==> src/rtl/ar_kbd_pkg.sv <==
// Shared PS/2 set-2 scancode constants and parser types for the Action Replay
// freeze-key decoder.
package ar_kbd_pkg;

  localparam logic [7:0] SC_EXT   = 8'hE0;
  localparam logic [7:0] SC_REL   = 8'hF0;
  localparam logic [7:0] SC_PAUSE = 8'hE1;
  localparam logic [7:0] SC_CTRL  = 8'h14;
  localparam logic [7:0] SC_BREAK = 8'h7E;
  localparam logic [7:0] SC_NUMLK = 8'h77;
  localparam logic [7:0] SC_BAT   = 8'hAA;

  localparam logic [2:0] PAUSE_LAST = 3'd6;

  // Bytes following the leading E1 of the Pause/Break make sequence
  localparam logic [7:0] PAUSE_SEQ [7] = '{
    SC_CTRL, SC_NUMLK, SC_PAUSE, SC_REL, SC_CTRL, SC_REL, SC_NUMLK
  };

  typedef enum logic [2:0] {
    ST_IDLE    = 3'd0,
    ST_REL     = 3'd1,
    ST_EXT     = 3'd2,
    ST_EXT_REL = 3'd3,
    ST_PAUSE   = 3'd4
  } parser_state_e;

endpackage

==> src/rtl/ar_pulse_stretch.sv <==
// Stretches a one-cycle freeze trigger into a FREEZE_CYCLES-long level;
// triggers arriving while a pulse is active are dropped.
module ar_pulse_stretch #(
  parameter int unsigned FREEZE_CYCLES = 16,
  parameter int unsigned CNT_W         = 16
) (
  input  logic clk,
  input  logic reset,
  input  logic trigger,
  input  logic enable,
  output logic freeze
);

  localparam logic [CNT_W-1:0] CNT_ZERO = {CNT_W{1'b0}};
  localparam logic [CNT_W-1:0] CNT_ONE  = {{(CNT_W-1){1'b0}}, 1'b1};
  localparam logic [CNT_W-1:0] CNT_LOAD = CNT_W'(FREEZE_CYCLES);

  logic [CNT_W-1:0] r_cnt;
  logic [CNT_W-1:0] w_cnt_nxt;
  logic             r_freeze;

  // Next counter value: load on an accepted trigger, otherwise count down to zero
  always_comb begin
    w_cnt_nxt = r_cnt;
    if (trigger && enable && (r_cnt == CNT_ZERO)) begin
      w_cnt_nxt = CNT_LOAD;
    end else if (r_cnt != CNT_ZERO) begin
      w_cnt_nxt = r_cnt - CNT_ONE;
    end else begin
      w_cnt_nxt = CNT_ZERO;
    end
  end

  // Counter and freeze level; freeze follows the next count so it rises one cycle after the trigger
  always_ff @(posedge clk or posedge reset) begin
    if (reset) begin
      r_cnt    <= CNT_ZERO;
      r_freeze <= 1'b0;
    end else begin
      r_cnt    <= w_cnt_nxt;
      r_freeze <= (w_cnt_nxt != CNT_ZERO);
    end
  end

  assign freeze = r_freeze;

endmodule

==> src/rtl/ar_freeze_key.sv <==
// PS/2 set-2 parser that detects Ctrl+Break (either extended E0 7E or the
// Pause sequence with Ctrl held) and drives a stretched freeze request.
import ar_kbd_pkg::*;

module ar_freeze_key #(
  parameter int unsigned FREEZE_CYCLES = 16,
  parameter int unsigned CNT_W         = 16
) (
  input  logic       clk,
  input  logic       reset,
  input  logic [7:0] scan_code,
  input  logic       scan_valid,
  input  logic       kbd_enable,
  output logic       freeze,
  output logic       ctrl_held
);

  parser_state_e r_state;
  parser_state_e w_state_nxt;
  logic [2:0]    r_idx;
  logic [2:0]    w_idx_nxt;
  logic          r_lctrl;
  logic          r_rctrl;
  logic          w_lctrl_nxt;
  logic          w_rctrl_nxt;
  logic          r_ctrl_held;
  logic          w_detect;
  logic          w_ctrl_any;

  assign w_ctrl_any = r_lctrl | r_rctrl;

  // Scancode parser: next state, Ctrl tracking and detect strobe
  always_comb begin
    w_state_nxt = r_state;
    w_idx_nxt   = r_idx;
    w_lctrl_nxt = r_lctrl;
    w_rctrl_nxt = r_rctrl;
    w_detect    = 1'b0;
    if (scan_valid) begin
      case (r_state)
        ST_IDLE: begin
          case (scan_code)
            SC_EXT:   w_state_nxt = ST_EXT;
            SC_REL:   w_state_nxt = ST_REL;
            SC_PAUSE: begin
              w_state_nxt = ST_PAUSE;
              w_idx_nxt   = 3'd0;
            end
            SC_CTRL:  w_lctrl_nxt = 1'b1;
            SC_BAT: begin
              w_lctrl_nxt = 1'b0;
              w_rctrl_nxt = 1'b0;
            end
            default:  w_state_nxt = ST_IDLE;
          endcase
        end
        ST_REL: begin
          w_state_nxt = ST_IDLE;
          if (scan_code == SC_CTRL) begin
            w_lctrl_nxt = 1'b0;
          end else begin
            w_lctrl_nxt = r_lctrl;
          end
        end
        ST_EXT: begin
          case (scan_code)
            SC_CTRL: begin
              w_rctrl_nxt = 1'b1;
              w_state_nxt = ST_IDLE;
            end
            SC_BREAK: begin
              w_detect    = w_ctrl_any;
              w_state_nxt = ST_IDLE;
            end
            SC_REL:  w_state_nxt = ST_EXT_REL;
            default: w_state_nxt = ST_IDLE;
          endcase
        end
        ST_EXT_REL: begin
          w_state_nxt = ST_IDLE;
          if (scan_code == SC_CTRL) begin
            w_rctrl_nxt = 1'b0;
          end else begin
            w_rctrl_nxt = r_rctrl;
          end
        end
        ST_PAUSE: begin
          // A mismatching byte is swallowed rather than re-parsed from IDLE
          if (scan_code == PAUSE_SEQ[r_idx]) begin
            if (r_idx == PAUSE_LAST) begin
              w_detect    = w_ctrl_any;
              w_state_nxt = ST_IDLE;
              w_idx_nxt   = 3'd0;
            end else begin
              w_idx_nxt = r_idx + 3'd1;
            end
          end else begin
            w_state_nxt = ST_IDLE;
            w_idx_nxt   = 3'd0;
          end
        end
        default: begin
          w_state_nxt = ST_IDLE;
          w_idx_nxt   = 3'd0;
        end
      endcase
    end else begin
      w_state_nxt = r_state;
    end
  end

  // Parser and Ctrl state registers
  always_ff @(posedge clk or posedge reset) begin
    if (reset) begin
      r_state     <= ST_IDLE;
      r_idx       <= 3'd0;
      r_lctrl     <= 1'b0;
      r_rctrl     <= 1'b0;
      r_ctrl_held <= 1'b0;
    end else begin
      r_state     <= w_state_nxt;
      r_idx       <= w_idx_nxt;
      r_lctrl     <= w_lctrl_nxt;
      r_rctrl     <= w_rctrl_nxt;
      r_ctrl_held <= w_lctrl_nxt | w_rctrl_nxt;
    end
  end

  ar_pulse_stretch #(
    .FREEZE_CYCLES (FREEZE_CYCLES),
    .CNT_W         (CNT_W)
  ) u_stretch (
    .clk     (clk),
    .reset   (reset),
    .trigger (w_detect),
    .enable  (kbd_enable),
    .freeze  (freeze)
  );

  assign ctrl_held = r_ctrl_held;

endmodule

==> config.mk <==
export PLATFORM = sky130hd
export DESIGN_NAME = ar_freeze_key
export DESIGN_NICKNAME = d
export VERILOG_FILES = /design/src/rtl/ar_kbd_pkg.sv /design/src/rtl/ar_pulse_stretch.sv /design/src/rtl/ar_freeze_key.sv
export SDC_FILE = /design/constraint.sdc
export NUM_CORES = 1
export LEC_CHECK = 0
export CORE_AREA = 4 4 61 63
export CTS_CLUSTER_DIAMETER = 80
export DETAILED_ROUTE_END_ITERATION = 10
export DIE_AREA = 0 0 65 67
export GPL_ROUTABILITY_DRIVEN = 0
export PLACE_DENSITY = 0.76
export SYNTH_ARGS = -nofsm -noshare
export SYNTH_HDL_FRONTEND = slang
export SYNTH_HIERARCHICAL = 1
export SYNTH_SLANG_ARGS = --single-unit
==> constraint.sdc <==
create_clock -name clk -period 2 [get_ports clk]
set_input_delay 0.3 -clock clk [delete_from_list [all_inputs] [get_ports clk]]
set_output_delay 0.3 -clock clk [all_outputs]
set_load 0.02 [all_outputs]
Word-level counts from Yosys, hierarchy flattened:

Memories as Yosys holds them, arrays and structs flattened.
Cells that the tools add are included.

* add/sub/neg operators: 2
* $lt $le $gt $ge: 1
* equality and inequality tests: 15
* muxes and demuxes: 27
* bitwise gates (word level): 4
* reduce and logical (&&, ||, !) cells: 10

Operators with widths (count)
* 8-bit equality test, second input constant: 4
* 16-bit 2-to-1 mux: 2
* 16-bit nonzero test: 2
* 3-bit one-hot mux with 3 select lines: 2
* 16-bit logical NOT: 1
* 8-bit 2-to-1 mux: 2
* 16-bit by 1-bit subtractor with 16-bit output, second input constant: 1
* 3-bit 2-to-1 mux: 5
* 3-bit one-hot mux with 4 select lines: 1
* 1-bit 2-to-1 mux: 10
* 8-bit by 5-bit equality test with 1-bit output, second input constant: 1
* 8-bit by 7-bit equality test with 1-bit output, second input constant: 1
* 8-bit equality test: 1
* 3-bit by 2-bit equality test with 1-bit output, second input constant: 2
* 3-bit equality test, second input constant: 2
* 1-bit one-hot mux with 2 select lines: 3
* 3-bit AND reduction: 2
* 4-bit >= comparator, second input constant: 1
* 3-bit NOT with 4-bit output: 1
* 3-bit by 1-bit adder with 3-bit output, second input constant: 1
* 3-bit by 1-bit equality test with 1-bit output, second input constant: 1
* 3-bit logical NOT: 1
* 3-bit != test, second input constant: 1
* 1-bit one-hot mux with 3 select lines: 1
* other kinds (8): 10

* bits in registers: 26
* bits in read-only memories: 64
* bits of input ports: 12
* output and inout port bits: 2
* word-level logic and storage cells: 67
* memories: 1

Memories
* (name not given): depth 8, width 8, read ports 1, clocked after memory_dff 0, write ports 0, line ar_freeze_key.sv:89 `if (scan_code == PAUSE_SEQ[r_idx]) begin`

Depth between registers and ports, before layout:

* depth after elaboration: 12
* depth in mapped cells: 9
* mapped depth without buffers: 9

By module:

Netlist, hierarchy kept.

By module, submodules not included
* ar_pulse_stretch: times used 1, cells each 101, area each 973.4 um^2, sequential area each 425.4 um^2
* ar_freeze_key: times used 1, cells each 91, area each 748.2 um^2, sequential area each 225.2 um^2

Worst setup path before layout:

Ideal clock, no wire load.

* path kind: register to register
* start point: reg r_idx[0]
* end point: reg u_stretch.r_freeze, in the netlist u_stretch/freeze
* setup time: 0.080 ns
* data arrival time: 1.745 ns
* data required time: 1.920 ns
* setup slack: 0.175 ns
* stages on the path, launching flop included: 9
* path buffers: 0
* clock period less this slack: 1.825 ns
* cell sequence: dfrtp_1 inv_1 ha_1 a221o_1 o21ai_0 nand3_1 a21oi_1 a21oi_1 o211ai_2

* word-level cells in the longest chain between the ends: 12
* elaborated cells between the ends (all ways): 14
* classes of those cells: eq/ne: 2; mux: 7; bitwise: 1; reduce/logical: 3; memory: 1

Ends and longest elaborated chain
* start, declared: line ar_freeze_key.sv:20 `logic [2:0] r_idx;`
* start signal, assigned: line ar_freeze_key.sv:122 `r_idx <= w_idx_nxt;`
* 3-bit NOT with 4-bit output (not written as such): line ar_freeze_key.sv:89
* memory 8 x 8 bit
* 8-bit 2-to-1 mux (not written as such) (2 in a row): line ar_freeze_key.sv:89
* 8-bit equality test: line ar_freeze_key.sv:89
* 1-bit 2-to-1 mux (*): line ar_freeze_key.sv:89
* 1-bit one-hot mux with 2 select lines (*): line ar_freeze_key.sv:40 `case (r_state)`
* 1-bit 2-to-1 mux (*): line ar_freeze_key.sv:39 `if (scan_valid) begin`
* net w_detect: line ar_freeze_key.sv:27 `logic w_detect;`
* 1-bit logical AND (*) (2 in a row): line ar_pulse_stretch.sv:25 `if (trigger && enable && (r_cnt == CNT_ZERO)) begin`
* 16-bit 2-to-1 mux (*): line ar_pulse_stretch.sv:25
* 16-bit nonzero test (*): line ar_pulse_stretch.sv:41 `r_freeze <= (w_cnt_nxt != CNT_ZERO);`
* end signal, assigned: line ar_pulse_stretch.sv:41
* end, declared: line ar_pulse_stretch.sv:20 `logic r_freeze;`

Mark *: on every way through the listed nets, which the timed path passes. The rest lies on a longest branch. The select of a mux whose other input is x is not followed.
A chain may end at the register's enable or synchronous reset.

Final worst setup path:

Same ends and word-level chain as after synthesis.

==> flow_summary.toml <==
[run_status]
outcome = "finished clean"

[logic_synthesis]
yosysTopAreaCellShare = 0.378
synthesis.area_um2 = 1720
ys_top_cells_by_area = "dfrtp_1 (38%), nor2_1 (5.2%), ha_1 (3.6%), nand3_1 (2.6%), inv_1 (2.6%)"
yosysTopAreaCell = "dfrtp_1"
synth_edf_count = 0
synth_warnings = 6
ys_ff_latch = 26
syn_inst = 192
seq_area_frac_synth = 0.378
avgSynthCellArea_um2 = 8.97
ys.flop_type = "dfrtp_1"
async_flop_share = 1.00
syn_nets = 209
ys_types = 55

[placed_design]
io_buffers = 13
dp_hpwl_mm = 2.99
dpl_cell_area_um2 = 2010

[timing]
final_hold_viol_count = 0
period_minus_slack_ns = 1.94
period_share = 0.968
finalSetupTns_ns = 0
whs_ns = 0.235
worstMarginPinSlew_ns = 0.624
maxSlewHeadroom = 0.579
finClkSkew_ns = 0.0145
slew_violations = 0
setup_viol = 0
max_freq_mhz = 517
rsz0062_at_grt = "yes"

[worst_setup_path]
path_class = "reg -> reg"
critical-path-top-delay-family = "compound AO/OA/AOI/OAI gates"
slowest_stage = "dfrtp_1"
cp-end-kind = "register"
start_kind = "register"
cp.required_ns = 2.25
cpPeakStageDelay_ns = 0.42
path_buf_inv = 1
crit_chain = "inv_1 > ha_1 > a221o_1 > o21ai_2 > nand3_1 > a21oi_2 > a21oi_1 > o211ai_2"
cp.arrival_ns = 2.19
worst-path-max-fanout = 4

[clocking]
path_clk_slew_ns = 0.14
cts_tree = "yes"
insertion_delay_ns = 0.32
root_buffer = "clkbuf_4"
clockBufferDepth = 2
hold_buffers = 0
cts_max_level = 1
clock_sinks = 26
cts_made_buffers = 3

[cells_and_area]
drive_above_1_share = 0.162
diodes = 0
area_growth_pct = 21.2
fin_nets = 240
layout_commonest_cell = "dfrtp_1"
fin_area_um2 = 2090
nFillCells = 282
fin_util = 0.646
layout_common_cells = "dfrtp_1 (26), nor2_1 (24), buf_4 (18)"

[global_route]
gr-total-overflow = 0
antenna_found_initial = 0
grt_max_degree = 18
grt_first_pass_wirelength_mm = 6.60
grt_use_total = 0.192
grt_pass1_vias = 1436

[floorplan]
num_rows = 21
die_h_um = 67
pin_count = 14
fp.dieW_um = 65
fp.coreArea_um2 = 3230
die-area_um2 = 4360
initial_core_util = 0.533

[detailed_routing]
wirelength_mm = 3.79
dr.pass1.iters = 4
drtIter0Drc = 82
drc_errors = 0
ant_nets = 0
vias_per_cell = 5.69
vias = 1526
avgRoutedWirePerCell_um = 14.1

[pwr]
switching_share = 0.379
power.leakage_nw = 0.872
p_seq_frac = 0.449
power_density_nw_per_um2 = 971
power.switching_mw = 0.767
clock_power_share = 0.174
combPwrFrac = 0.378
power_mw = 2.03
peakVddDrop_v = 0.000343
internal-power_mw = 1.26

[hold_path]
hold_path.class = "in -> async"

[run]
maxCapViolCount = 0
==> what timing repair did <==
action | CTS | global route
setup endpoints to repair | 4 | 5
gates resized for setup | 2 | 2
buffers inserted | 0 | 1
pin swaps | 0 | 3
==> power by group through the flow <==
stage | Sequential, mW | Clock [mW] | Combinational [mW]
floorplan | 0.850 | 0 | 0.592
global placement | 0.906 | 0 | 0.731
detailed placement | 0.918 | 0 | 0.762
CTS | 0.906 | 0.363 | 0.767
global route | 0.940 | 0.382 | 0.860
finish | 0.909 | 0.352 | 0.765
==> state kept, by name (all words and copies together), names as in the netlist <==
signal            flops
r_idx                 3
ctrl_held             1
r_lctrl               1
r_rctrl               1
u_stretch/freeze      1
r_state               3
u_stretch/r_cnt      16
==> through the flow <==
step | setup WS [ns] | cells
5_1_grt | -0.0461 | 268
6_report | 0.0645 | 268
3_5_place_dp | -0.307 | 263
2_1_floorplan | 0.175 | 192
3_3_place_gp | -0.211 | 263
4_1_cts | 0.00467 | 267
==> worst paths after layout <==
check | cells after the start | startpoint | end | slack [ns]
worst max-delay path | 8 | r_idx[0] | u_stretch/freeze | 0.06
worst min-delay path | 2 | reset | r_idx[1] | 0.24
worst max register to register | 8 | r_idx[0] | u_stretch/freeze | 0.06
worst min register to register | 2 | u_stretch/r_cnt[10] | u_stretch/r_cnt[10] | 0.57
max in group asynchronous | 2 | reset | u_stretch/r_cnt[14] | 1.22
min in group clk | 2 | u_stretch/r_cnt[10] | u_stretch/r_cnt[10] | 0.57
==> synthesized netlist by cell type, types with 2 or more instances <==
library cell  instances
ha_1                  5
and2_1                3
nor4b_1               3
nand4_1               3
xor2_1                5
or3_1                 2
nand3_1               9
xnor2_1               5
inv_1                12
mux2i_1               2
clkbuf_1              3
nand2_1               8
nor2_1               24
o31ai_1               3
a21oi_1               4
o211ai_1              3
nand4b_1              3
nor2b_1               4
and3_1                4
o22ai_1               3
nor3_2                2
a31oi_1               7
o21ai_0               8
nor4_1                2
dfrtp_1              26
nor3_1                7
nand2b_1              4
==> per-layer routing <==
| metal | vias to the layer above | wire [µm] | GRT usage |
|---|---|---|---|
| met5 | - | 0 | 0 |
| met4 | 0 | 35 | 0.0396 |
| met3 | 4 | 128 | 0.0388 |
| met2 | 30 | 1980 | 0.352 |
| met1 | 724 | 1640 | 0.230 |
| li1 | 768 | - | - |
==> final cells by class <==
| type | count | area [µm²] | share of cell area |
|---|---|---|---|
| Clock buffer | 3 | 22.5 | 0.0108 |
| Clock inverter | 1 | 30.0 | 0.0144 |
| Inverter | 12 | 45.0 | 0.0216 |
| Multi-Input combinational cell | 149 | 1020 | 0.487 |
| Sequential cell | 26 | 651 | 0.312 |
| Tap cell | 46 | 57.6 | 0.0276 |
| Timing Repair Buffer | 31 | 265 | 0.127 |
==> cell families (layout without fill, tap and decap cells) <==
group / Yosys count / count (layout) / synth area share
adders and majority gates: 5 / 5 / 0.0363
muxes: 3 / 3 / 0.0182
buffers and inverters: 17 / 47 / 0.0400
xor gates and xnor gates: 10 / 10 / 0.0509
DFF: 26 / 26 / 0.378
AOI/OAI and AO/OA: 41 / 41 / 0.165
and+or+nand+nor: 90 / 90 / 0.312
(Power assumes the default switching activity.)
